## config.mk

```make
export PLATFORM = sky130hd
export DESIGN_NAME = pipe_stall_ctrl
export DESIGN_NICKNAME = d
export VERILOG_FILES = /design/src/rtl/pipe_stall_ctrl.sv
export SDC_FILE = /design/constraint.sdc
export NUM_CORES = 1
export LEC_CHECK = 0
export CORE_AREA = 8 8 70 72
export DETAILED_ROUTE_END_ITERATION = 8
export DIE_AREA = 0 0 78 80
export DONT_BUFFER_PORTS = 1
export PLACE_DENSITY = 0.54
export REMOVE_ABC_BUFFERS = 1
export SLEW_MARGIN = 20
export SYNTH_ARGS = -nofsm -noshare
export SYNTH_HDL_FRONTEND = slang
export SYNTH_SLANG_ARGS = --single-unit
```

## constraint.sdc

```tcl
create_clock -name clk -period 5.3 [get_ports clk]
set_input_delay 1.06 -clock clk [delete_from_list [all_inputs] [get_ports clk]]
set_output_delay 1.06 -clock clk [all_outputs]
set_load 0.02 [all_outputs]
```

## src/rtl/pipe_stall_ctrl.sv

```systemverilog
// Stall/flush sequencer for the 5-stage pipeline: load-use, taken branch and
// multi-cycle (FPU / crypto) dispatch, with a busy watchdog and a stall counter.
module pipe_stall_ctrl #(
    parameter int unsigned REG_W   = 3,
    parameter int unsigned TMO_CYC = 64,
    parameter int unsigned CNT_W   = 16
) (
    input  logic             clk,
    input  logic             rst,
    input  logic             MemReadE,
    input  logic [REG_W-1:0] RdE,
    input  logic [REG_W-1:0] Rs1D,
    input  logic [REG_W-1:0] Rs2D,
    input  logic             PCSrcE,
    input  logic             McReqE,
    input  logic             McSelE,
    input  logic             fpu_done,
    input  logic             cry_done,
    output logic             fpu_start,
    output logic             cry_start,
    output logic             StallF,
    output logic             StallD,
    output logic             StallE,
    output logic             FlushD,
    output logic             FlushE,
    output logic             FlushM,
    output logic             mc_err,
    output logic [CNT_W-1:0] stall_cnt
);

    localparam int unsigned TMR_W = $clog2(TMO_CYC);

    typedef enum logic [1:0] {IDLE, BUSY, DONE, ERR} state_t;

    state_t             state;
    state_t             stateNext;
    logic [TMR_W-1:0]   timer;
    logic               selLatched;
    logic               dispatch;
    logic               loadUse;
    logic               mcDone;
    logic               timeout;

    assign loadUse = MemReadE && (RdE != '0) && ((RdE == Rs1D) || (RdE == Rs2D));
    assign mcDone  = selLatched ? cry_done : fpu_done;
    assign timeout = (timer == TMR_W'(TMO_CYC - 1));

    always_ff @(posedge clk or negedge rst) begin
        if (!rst) state <= IDLE;
        else      state <= stateNext;
    end

    // Mealy decode; every control is held low while reset is asserted
    always_comb begin
        stateNext = state;
        dispatch  = 1'b0;
        fpu_start = 1'b0;
        cry_start = 1'b0;
        StallF    = 1'b0;
        StallD    = 1'b0;
        StallE    = 1'b0;
        FlushD    = 1'b0;
        FlushE    = 1'b0;
        FlushM    = 1'b0;
        case (state)
            IDLE: begin
                if (PCSrcE) begin
                    FlushD = 1'b1;
                    FlushE = 1'b1;
                end else if (McReqE) begin
                    dispatch  = 1'b1;
                    fpu_start = !McSelE;
                    cry_start = McSelE;
                    StallF    = 1'b1;
                    StallD    = 1'b1;
                    StallE    = 1'b1;
                    FlushM    = 1'b1;
                    stateNext = BUSY;
                end else if (loadUse) begin
                    StallF = 1'b1;
                    StallD = 1'b1;
                    FlushE = 1'b1;
                end
            end
            BUSY: begin
                StallF = 1'b1;
                StallD = 1'b1;
                StallE = 1'b1;
                FlushM = 1'b1;
                if (mcDone)       stateNext = DONE;
                else if (timeout) stateNext = ERR;
            end
            DONE:    stateNext = IDLE;
            ERR:     stateNext = IDLE;
            default: stateNext = IDLE;
        endcase
        if (!rst) begin
            dispatch  = 1'b0;
            fpu_start = 1'b0;
            cry_start = 1'b0;
            StallF    = 1'b0;
            StallD    = 1'b0;
            StallE    = 1'b0;
            FlushD    = 1'b0;
            FlushE    = 1'b0;
            FlushM    = 1'b0;
        end
    end

    // Watchdog timer, unit select, sticky error and saturating stall counter
    always_ff @(posedge clk or negedge rst) begin
        if (!rst) begin
            timer      <= '0;
            selLatched <= 1'b0;
            mc_err     <= 1'b0;
            stall_cnt  <= '0;
        end else begin
            if (dispatch) begin
                timer      <= '0;
                selLatched <= McSelE;
            end else if (state == BUSY) begin
                timer <= timer + TMR_W'(1);
            end
            if ((state == BUSY) && !mcDone && timeout) mc_err <= 1'b1;
            if (StallF && (stall_cnt != '1)) stall_cnt <= stall_cnt + CNT_W'(1);
        end
    end

endmodule

```

==> metrics.csv, run 1 <==
stage,metric,value,unit
logic_synthesis,post-synthesis compound-gate area fraction,13.2,%
drt,TritonRoute pass-1 iters,4,
logic_synthesis,main area contributors after synthesis,"dfrtp_1 44%, xnor2_1 9.5%, o211ai_1 3.6%",
min_path,Min-Delay Startpoint,state[1],
clock_network,CTS tree,done,
sta,RSZ-0062 raised after global routing,false,
floorplan,Core ar.,3860,um^2
clock_network,CTS Hold Buffers Added,0,
drt,vias after detailed routing,991,
finish,area delta synth->final,5.70,%
setup_path,Worst Path Max Fanout,16,
sta,Max Slew Vio Count,0,
run_status,outcome,finished clean,
global_route,vias in the first global route,1054,
drt,DR iter-0 viols,26,
finish,layout cells sized above 1,11.0,%
drt,routed wire length,2.98,mm
clock_network,clock tree buffer depth,2,
logic_synthesis,mux contribution to synthesized area,5.78,%
logic_synthesis,Post-Synth Simple-Gate Area,17.0,%
sta,fmax,0.277,GHz
clock_network,Post-CTS Setup Inserts,0,
drt,wl on met1,1.41,mm
logic_synthesis,adder-cell area share of the yosys netlist,1.70,%
clock_network,CTS root buffer,clkbuf_8,
placement,pre-CTS setup slack,1.67,ns
pwr,Leakage,0.642,nW
logic_synthesis,"area leader, netlist",dfrtp_1,
finish,final non-filler cell total,186,
sta,final setup fails,0,
clock_network,htree depth,1,
floorplan,Die Ht,80,um
clock_network,clock-pin slew of the registers on the worst-case setup and hold paths,0.09,ns
clock_network,CTS Buf Count,3,
sta,Final Cycle Share,68.2,%
sta,final hold vios,0,
finish,Antenna Cells,0,
drt,DR WL/cell,16.0,um
clock_network,worst skew pair latency,0.26,ns
logic_synthesis,top cell type's share of synthesized area,44.2,%
job,# Max-Cap Violations,0,
logic_synthesis,Syn Inst Count,138,
logic_synthesis,main combinational cell family by area after synthesis,simple AND/OR/NAND/NOR gates,
sta,setup tns final,0,ns
sta,Tmin final,3.62,ns
placement,routability cong.,0.795,
setup_path,Worst EP required,4.24,ns
clock_network,# clock sinks,26,
pwr,Peak VDD IR,0.130,mV
drt,met3 WL,207,um
min_path,HP Class,reg2reg,
pwr,Pwr Density,375,nW/um^2
floorplan,Boundary Pins,42,
logic_synthesis,#FFs+latches synth,26,
sta,Rel. slew slack,41.5,%
floorplan,Initial Utilization,38.2,%
sta,slew of the pin with the lowest slew margin,0.877,ns
logic_synthesis,part of the Yosys area used for sequential elements,44.2,%
drt,"antenna viol nets, final",0,
drt,met2 wire length,1.34,mm
global_route,initial antenna violation count,0,
placement,Post-DP HPWL,2.30,mm
logic_synthesis,Syn. warnings,0,
global_route,first-pass GRT wire length,5.16,mm
logic_synthesis,XOR/XNOR Fraction of Synth Area,14.6,%
global_route,grt ovf,0,
floorplan,die width,78,um
floorplan,DIE AREA,6240,um^2
drt,highest routed layer,met4,
clock_network,post-cts resize count,0,
logic_synthesis,syn avg cell area,10.7,um^2
setup_path,crit path launch type,input port,
setup_path,R2R Path Start,stall_cnt[0],
finish,nets@finish,156,
global_route,largest net degree at the start of global routing,28,
setup_path,Crit. End Element,primary output,
setup_path,Critical Path Source,RdE[0],
floorplan,Rows,23,
placement,port bufs,0,
sta,setup slack after layout,1.68,ns
logic_synthesis,library cells used by synthesis,38,
logic_synthesis,Netlist Area Pre-Place,1470,um^2
setup_path,CP Data Arrival Time,2.56,ns
setup_path,critical path type,in2out,
sta,clk_skew,0.00195,ns
drt,DR DRC count,0,
global_route,total track usage,9.90,%
drt,via/cell ratio,5.33,
placement,placed cells,182,
state kept, by name, indices dropped and copies added (netlist names):
signal,flops
mc_err,1
selLatched,1
state,2
stall_cnt,16
timer,6
cells by family after synthesis:
group / after synthesis
AND/OR/NAND/NOR: 48
XOR/XNOR: 22
flip-flops: 26
AO/OA/AOI/OAI: 23
multiplexers: 8
buffers and inverters: 9
adder cells (fa/ha/maj): 2
layer usage:
layer  global-route usage, %  vias up
li1                        -      488
met4                    2.78        0
met3                    2.59        2
met2                    16.3       26
met5                       0        -
met1                    12.5      475
stage by stage:
stage / hold WS, ns / util (%) / total power, mW / area (um^2)
after floorplan: 0.417 / - / 0.427 / 1430
after global placement: 0.439 / 38.9 / 0.457 / 1500
after detailed placement: 0.442 / 38.9 / 0.465 / 1500
after CTS: 0.455 / 40.3 / 0.593 / 1560
after global routing: 0.460 / 40.3 / 0.624 / 1560
final: 0.453 / 40.3 / 0.583 / 1560
area by class of cell:
| type | count | area (um^2) |
|---|---|---|
| Timing Repair Buffer | 1 | 7.51 |
| Inverter | 2 | 7.51 |
| Clock buffer | 4 | 55.1 |
| Sequential cell | 26 | 651 |
| Tap cell | 50 | 62.6 |
| Fill cell | 379 | 2300 |
| Multi-Input combinational cell | 103 | 772 |
cell usage in the layout (no fill, tap or decap), types with 2 or more instances in the layout:
cell and instances:
dfrtp_1 26, xnor2_1 16, nor2_1 12, nand2_1 7, o211ai_1 7, and3_1 6
o2111ai_1 6, nand3_1 5, mux2i_1 4, clkbuf_8 4, nor2b_1 3, xnor2_2 3
xor2_1 3, nand2b_1 2, and2_1 2, nand4_1 2, or3_1 2, nor3_1 2
and4_1 2, mux2_1 2, mux2_2 2, inv_1 2, ha_1 2
report_power, final:
part / switching, mW / total [mW] / leakage [nW] / internal (mW)
Sequential: 0.0726 / 0.314 / 0.339 / 0.242
Clock: 0.0599 / 0.126 / 0.0288 / 0.0663
Combinational: 0.0769 / 0.143 / 0.274 / 0.0658
Total: 0.209 / 0.583 / 0.642 / 0.374
Yosys cell counts, drive strengths merged:
master / n
o21ai: 3
mux2i: 4
a21oi: 1
or2: 1
buf: 5
mux2: 4
nor2: 13
xnor2: 19
a2111oi: 1
nand2b: 2
or3: 2
clkbuf: 2
nand3: 6
nor3: 2
and4: 2
nor2b: 3
and2: 2
o21a: 1
nand4: 2
xor2: 3
ha: 2
o21bai: 1
dfrtp: 26
and3: 6
nand2: 7
o211ai: 7
a211oi: 1
inv: 2
a21boi: 1
o2111ai: 6
o31ai: 1
critical path, cell delays in order:
cell and delay, ns:
xnor2_2 0.14, nand3_2 0.12, a2111oi_4 0.84, or2_2 0.38
worst paths after layout:
check | cells after the start | to | slack (ns)
max | 4 | StallD | 1.68
min reg2reg | 1 | state[0] | 0.45
max reg2reg | 6 | stall_cnt[1] | 2.83
min in group asynchronous | 0 | stall_cnt[8] | 0.48
min | 1 | state[0] | 0.45
max in group asynchronous | 0 | state[1] | 4.75
(Power assumes the default switching activity.)
==> run 2, diff against run 1 <==
- PLACE_DENSITY: 0.54 -> 0.56
- clock period: 5.3 -> 2.9 ns (I/O delays scaled with it)
==> run 2 against run 1 <==
Against the previous run: global-route usage grew 0.30 points; combinational power grew 92%; via count grew 3.5%; wire length grew 4.4%; critical path depth is the same; utilization grew 1.7 points; final area grew 4.3%; clock power grew 130%; critical path type is now reg2out; highest routed layer unchanged.
==> metrics.csv, run 2 (synthesis gave the netlist of run 1 again) <==
stage,metric,value,unit,change
floorplan,Die Ht,80,um,unchanged
placement,port bufs,0,,unchanged
sta,final setup fails,0,,unchanged
placement,DP Area,1530,um^2,+2.0%
setup_path,crit path launch type,flop,,
clock_network,clock tree buffer depth,2,,unchanged
sta,Tmin final,2.41,ns,
finish,area delta synth->final,10.2,%,
setup_path,CP max-delay cell,nor2b_1,,
floorplan,Core ar.,3860,um^2,unchanged
placement,placed cells,186,,+2.2%
global_route,initial antenna violation count,0,,unchanged
clock_network,clock-pin slew of the registers on the worst-case setup and hold paths,0.09,ns,about the same
sta,Fin Hold WS,0.120,ns,-0.333 ns
drt,via/cell ratio,5.37,,+0.82%
setup_path,buffer and inverter count on the worst path,0,,unchanged
finish,layout cells sized above 1,14.2,%,+3.2 points
sta,clk_skew,0.00274,ns,+0.000790 ns
job,# Max-Cap Violations,0,,unchanged
setup_path,"delay-heaviest family, CP",simple AND/OR/NAND/NOR gates,,
setup_path,CP max stage delay,0.40,ns,-0.44 ns
drt,DR WL/cell,16.3,um,+1.6%
finish,Antenna Cells,0,,unchanged
pwr,total chip power,1.14,mW,+96%
setup_path,crit-path cells,nand2b_1 -> nor2_1 -> and2_1 -> nor2b_1,,
sta,Max Slew Vio Count,0,,unchanged
clock_network,htree depth,1,,unchanged
clock_network,Post-CTS Setup Inserts,0,,unchanged
finish,highest-count cells in the layout ignoring fill and taps,"26 x dfrtp_1, 16 x xnor2_1, 12 x nor2_1, 7 x nand2_1, 7 x o211ai_1",,
floorplan,DIE AREA,6240,um^2,unchanged
global_route,vias in the first global route,1105,,+4.8%
pwr,Peak VDD IR,0.391,mV,+200%
floorplan,Initial Utilization,38.2,%,unchanged
finish,"commonest non-fill, non-tap cell in the layout",dfrtp_1,,
global_route,first-pass GRT wire length,5.21,mm,+0.93%
drt,routed wire length,3.11,mm,+4.4%
setup_path,Crit. End Element,primary output,,
setup_path,critical path type,reg2out,,
sta,fmax,0.414,GHz,
clock_network,# clock sinks,26,,unchanged
sta,final hold vios,0,,unchanged
global_route,GR Util met3,3.94,%,+1.4 points
floorplan,Boundary Pins,42,,unchanged
drt,"antenna viol nets, final",0,,unchanged
finish,fin area,1620,um^2,+4.3%
global_route,grt peak-use layer,met2,,
global_route,largest net degree at the start of global routing,27,,-3.6%
setup_path,Worst EP required,2.32,ns,-1.92 ns
clock_network,CTS Buf Count,3,,unchanged
clock_network,CTS tree,done,,
placement,routability cong.,0.757,,-4.9%
finish,Util after Layout,42.1,%,+1.7 points
drt,DR DRC count,0,,unchanged
drt,vias after detailed routing,1026,,+3.5%
placement,pre-CTS setup slack,0.658,ns,-1.01 ns
clock_network,worst skew pair latency,0.26,ns,about the same
finish,most flop-heavy register,stall_cnt,,
sta,setup slack after layout,0.487,ns,-1.20 ns
sta,RSZ-0062 raised after global routing,false,,
run_status,outcome,finished clean,,
global_route,total track usage,10.2,%,+0.30 points
clock_network,CTS root buffer,clkbuf_8,,
drt,TritonRoute pass-1 iters,4,,unchanged
sta,Final Cycle Share,83.2,%,
setup_path,Worst Path Max Fanout,8,,-8
floorplan,Rows,23,,unchanged
global_route,grt met1 use,11.7,%,-0.82 points
setup_path,CP Data Arrival Time,1.83,ns,-0.73 ns
sta,setup tns final,0,ns,unchanged
global_route,grt ovf,0,,unchanged
pwr,Pwr Density,705,nW/um^2,+88%
clock_network,CTS Hold Buffers Added,1,,+1
global_route,met2 usage,16.9,%,+0.58 points
finish,max reg flops,16,,unchanged
drt,DR iter-0 viols,66,,+150%
floorplan,die width,78,um,unchanged
min_path,HP Class,in2async,,
finish,nets@finish,161,,+3.2%
placement,Post-DP HPWL,2.36,mm,+2.7%
sta,slew of the pin with the lowest slew margin,0.533,ns,-0.344 ns
pwr,Leakage,0.679,nW,+5.7%
clock_network,post-cts resize count,0,,unchanged
sta,Rel. slew slack,64.4,%,+23 points
finish,Top Registers,"stall_cnt x16, timer x6, state x2",,
finish,final non-filler cell total,191,,+2.7%
[run 2: cell count changes in the layout (fill, tap and decap cells not counted), sizes merged]
cell,delta
buf,+5
bufinv,+1
clkbuf,-1
[run 2: worst paths after layout]
| kind | cells past startpoint | start | slack (ns) | end |
|---|---|---|---|---|
| min | 1 | rst | 0.12 | timer[0] |
| max | 4 | state[1] | 0.49 | fpu_start |
| min in group clk | 1 | state[1] | 0.45 | state[0] |
| max reg2reg | 7 | stall_cnt[0] | 1.02 | stall_cnt[1] |
| max in group asynchronous | 1 | rst | 2.63 | stall_cnt[12] |
| min reg2reg | 1 | state[1] | 0.45 | state[0] |
[run 2: cell type report]
type | count | area, um^2
timing repair buffer | 6 | 57.6
fill | 372 | 2230
inverter | 2 | 7.51
sequential | 26 | 651
clock buffer | 3 | 41.3
multi-input combinational | 103 | 772
clock inverter | 1 | 30.0
tap | 50 | 62.6
[run 2: power breakdown]
group,total [mW],switching [mW],internal (mW)
logic,0.274,0.150,0.124
clock network,0.291,0.106,0.184
registers,0.578,0.137,0.441
[run 2: per-layer routing]
layer  vias to the layer above  wire length (um)
li1                        499                 -
met1                       492              1290
met2                        33              1490
met3                         2               314
met4                         0                16
met5                         -                 0
==> run 3, diff against run 2 <==
- PLACE_DENSITY: 0.56 -> 0.54
- clock period: 2.9 -> 2.3 ns (I/O delays scaled with it)
==> run 3 against run 2 <==
Against the previous run: the run now ends with hold timing left; final area is 0.46% lower; flip-flop and latch count stayed put; clock skew is 0.0013 ns lower; critical endpoint unchanged; highest routed layer unchanged.
==> metrics.csv, run 3 (synthesis gave the netlist of run 1 again) <==
stage,metric,value,unit,change
run_status,outcome,finished with violations,,
run_status,failing checks,hold timing,,
global_route,total track usage,10.2,%,-0.014 points
setup_path,Reg2Reg Setup Slack,0.45,ns,-0.57 ns
clock_network,post-cts resize count,0,,unchanged
setup_path,Worst R2R Path Depth,6,,-1
finish,nets@finish,164,,+1.9%
drt,"antenna viol nets, final",0,,unchanged
sta,final hold vios,2,,+2
floorplan,Core ar.,3860,um^2,unchanged
clock_network,CTS root buffer,clkbuf_8,,
clock_network,clock tree buffer depth,2,,unchanged
finish,max reg flops,16,,unchanged
finish,most flop-heavy register,stall_cnt,,
drt,via/cell ratio,5.41,,+0.70%
placement,routability cong.,0.795,,+5.0%
setup_path,CP Data Arrival Time,1.64,ns,-0.19 ns
placement,port bufs,0,,unchanged
pwr,Pwr Density,826,nW/um^2,+17%
pwr,Peak VDD IR,0.328,mV,-16%
drt,routed wire length,3.04,mm,-2.3%
drt,wl on met1,1.32,mm,+2.5%
floorplan,Rows,23,,unchanged
setup_path,CP max stage delay,0.39,ns,about the same
sta,Final Cycle Share,91.2,%,
sta,final setup fails,0,,unchanged
drt,met2 wire length,1.41,mm,-5.3%
pwr,Leakage,0.680,nW,+0.17%
finish,fillers,378,,+1.6%
setup_path,CP max-delay cell,dfrtp_1,,
drt,highest routed layer,met4,,
setup_path,critical path type,reg2out,,
global_route,vias in the first global route,1059,,-4.2%
floorplan,die width,78,um,unchanged
setup_path,R2R Path Start,stall_cnt[1],,
drt,vias after detailed routing,1044,,+1.8%
floorplan,Die Ht,80,um,unchanged
setup_path,Worst Path Max Fanout,4,,-4
finish,area delta synth->final,9.69,%,
sta,RSZ-0062 raised after global routing,false,,
sta,slew of the pin with the lowest slew margin,0.476,ns,-0.0572 ns
clock_network,htree depth,1,,unchanged
setup_path,Worst EP required,1.84,ns,-0.48 ns
global_route,grt ovf,0,,unchanged
drt,DR WL/cell,15.7,um,-3.3%
sta,Tmin final,2.10,ns,
min_path,HP Class,in2async,,
finish,Antenna Cells,0,,unchanged
clock_network,clock-pin slew of the registers on the worst-case setup and hold paths,0.08,ns,about the same
finish,Top Registers,"stall_cnt x16, timer x6, state x2",,
finish,highest-count cells in the layout ignoring fill and taps,"26 x dfrtp_1, 16 x xnor2_1, 12 x nor2_1, 8 x buf_4",,
sta,fmax,0.477,GHz,
finish,"commonest non-fill, non-tap cell in the layout",dfrtp_1,,
clock_network,CTS tree,done,,
clock_network,worst skew pair latency,0.26,ns,about the same
setup_path,crit path launch type,flop,,
setup_path,reg2reg end,stall_cnt[1],,
clock_network,CTS Buf Count,3,,unchanged
sta,Max Slew Vio Count,0,,unchanged
sta,setup tns final,0,ns,unchanged
floorplan,Boundary Pins,42,,unchanged
setup_path,crit-path cells,nand2b_1 -> nor2_1 -> and2_1 -> nor2b_1,,
drt,TritonRoute pass-1 iters,4,,unchanged
drt,DR DRC count,0,,unchanged
setup_path,Critical Path Source,state[1],,
sta,clk_skew,0.00145,ns,-0.00130 ns
global_route,largest net degree at the start of global routing,27,,unchanged
sta,Rel. slew slack,68.0,%,+3.6 points
setup_path,crit path capture,fpu_start,,
global_route,first-pass GRT wire length,5.24,mm,+0.54%
drt,met3 WL,282,um,-10%
drt,DR iter-0 viols,26,,-61%
sta,Fin Hold WS,-0.000277,ns,-0.120 ns
global_route,initial antenna violation count,0,,unchanged
floorplan,DIE AREA,6240,um^2,unchanged
floorplan,Initial Utilization,38.2,%,unchanged
setup_path,Crit. End Element,primary output,,
placement,Post-DP HPWL,2.30,mm,-2.4%
job,# Max-Cap Violations,0,,unchanged
finish,layout cells sized above 1,15.4,%,+1.2 points
clock_network,# clock sinks,26,,unchanged
run 3: cell count changes in the layout (fill, tap and decap cells not counted), sizes merged:
cell	before	now
bufinv	1	0
buf	6	9
run 3: per-layer routing:
metal	GRT usage, %	vias to the layer above
li1	-	505
met2	15.9	26
met3	3.94	2
met4	3.89	0
met5	0	-
met1	12.4	511
run 3: critical path: cells and delay by family, from the launching register on:
kind | cells | cell delay, ns
flip-flops | 1 | 0.39
AND/OR/NAND/NOR | 4 | 1.00
run 3: layout make-up:
class,count,area [um^2],share of cell area [%]
Multi-Input combinational cell,103,772,47.8
Timing Repair Buffer,9,80.1,4.96
Sequential cell,26,651,40.3
Clock buffer,3,41.3,2.56
Inverter,2,7.51,0.465
Tap cell,50,62.6,3.88
run 3: per-stage QoR:
stage / util (%) / cells / worst slack, ns / area [um^2] / power (mW)
6_report: 41.9 / 193 / 0.203 / 1610 / 1.33
5_1_grt: 41.9 / 193 / 0.0586 / 1610 / 1.43
4_1_cts: 41.9 / 193 / 0.167 / 1610 / 1.36
3_5_place_dp: 40.3 / 189 / 0.334 / 1550 / 1.09
3_3_place_gp: 40.3 / 189 / 0.377 / 1550 / 1.08
2_1_floorplan: - / 131 / -0.285 / 1430 / 0.985
run 3: worst min-delay path by stage:
stage / startpoint / endpoint / slack (ns) / depth (start not counted)
final: rst / stall_cnt[8] / -0.0003 / 1
after global routing: rst / stall_cnt[12] / 0.006 / 1
after global placement: rst / stall_cnt[10] / 0.17 / 0
after detailed placement: rst / stall_cnt[9] / 0.17 / 0
after floorplan: rst / mc_err / 0.16 / 0
after CTS: rst / stall_cnt[12] / 0.003 / 1
run 3: what timing repair did:
action | 4_1_cts | 5_1_grt
buffers inserted | 0 | 0
hold endpoints to repair | 26 | 0
hold buffers | 1 | 0
endpoints found under the setup margin | 0 | 0
run 3: where the power goes:
| group | switching, mW | internal, mW |
|---|---|---|
| Clock | 0.129 | 0.117 |
| Combinational | 0.205 | 0.177 |
| Sequential | 0.148 | 0.557 |
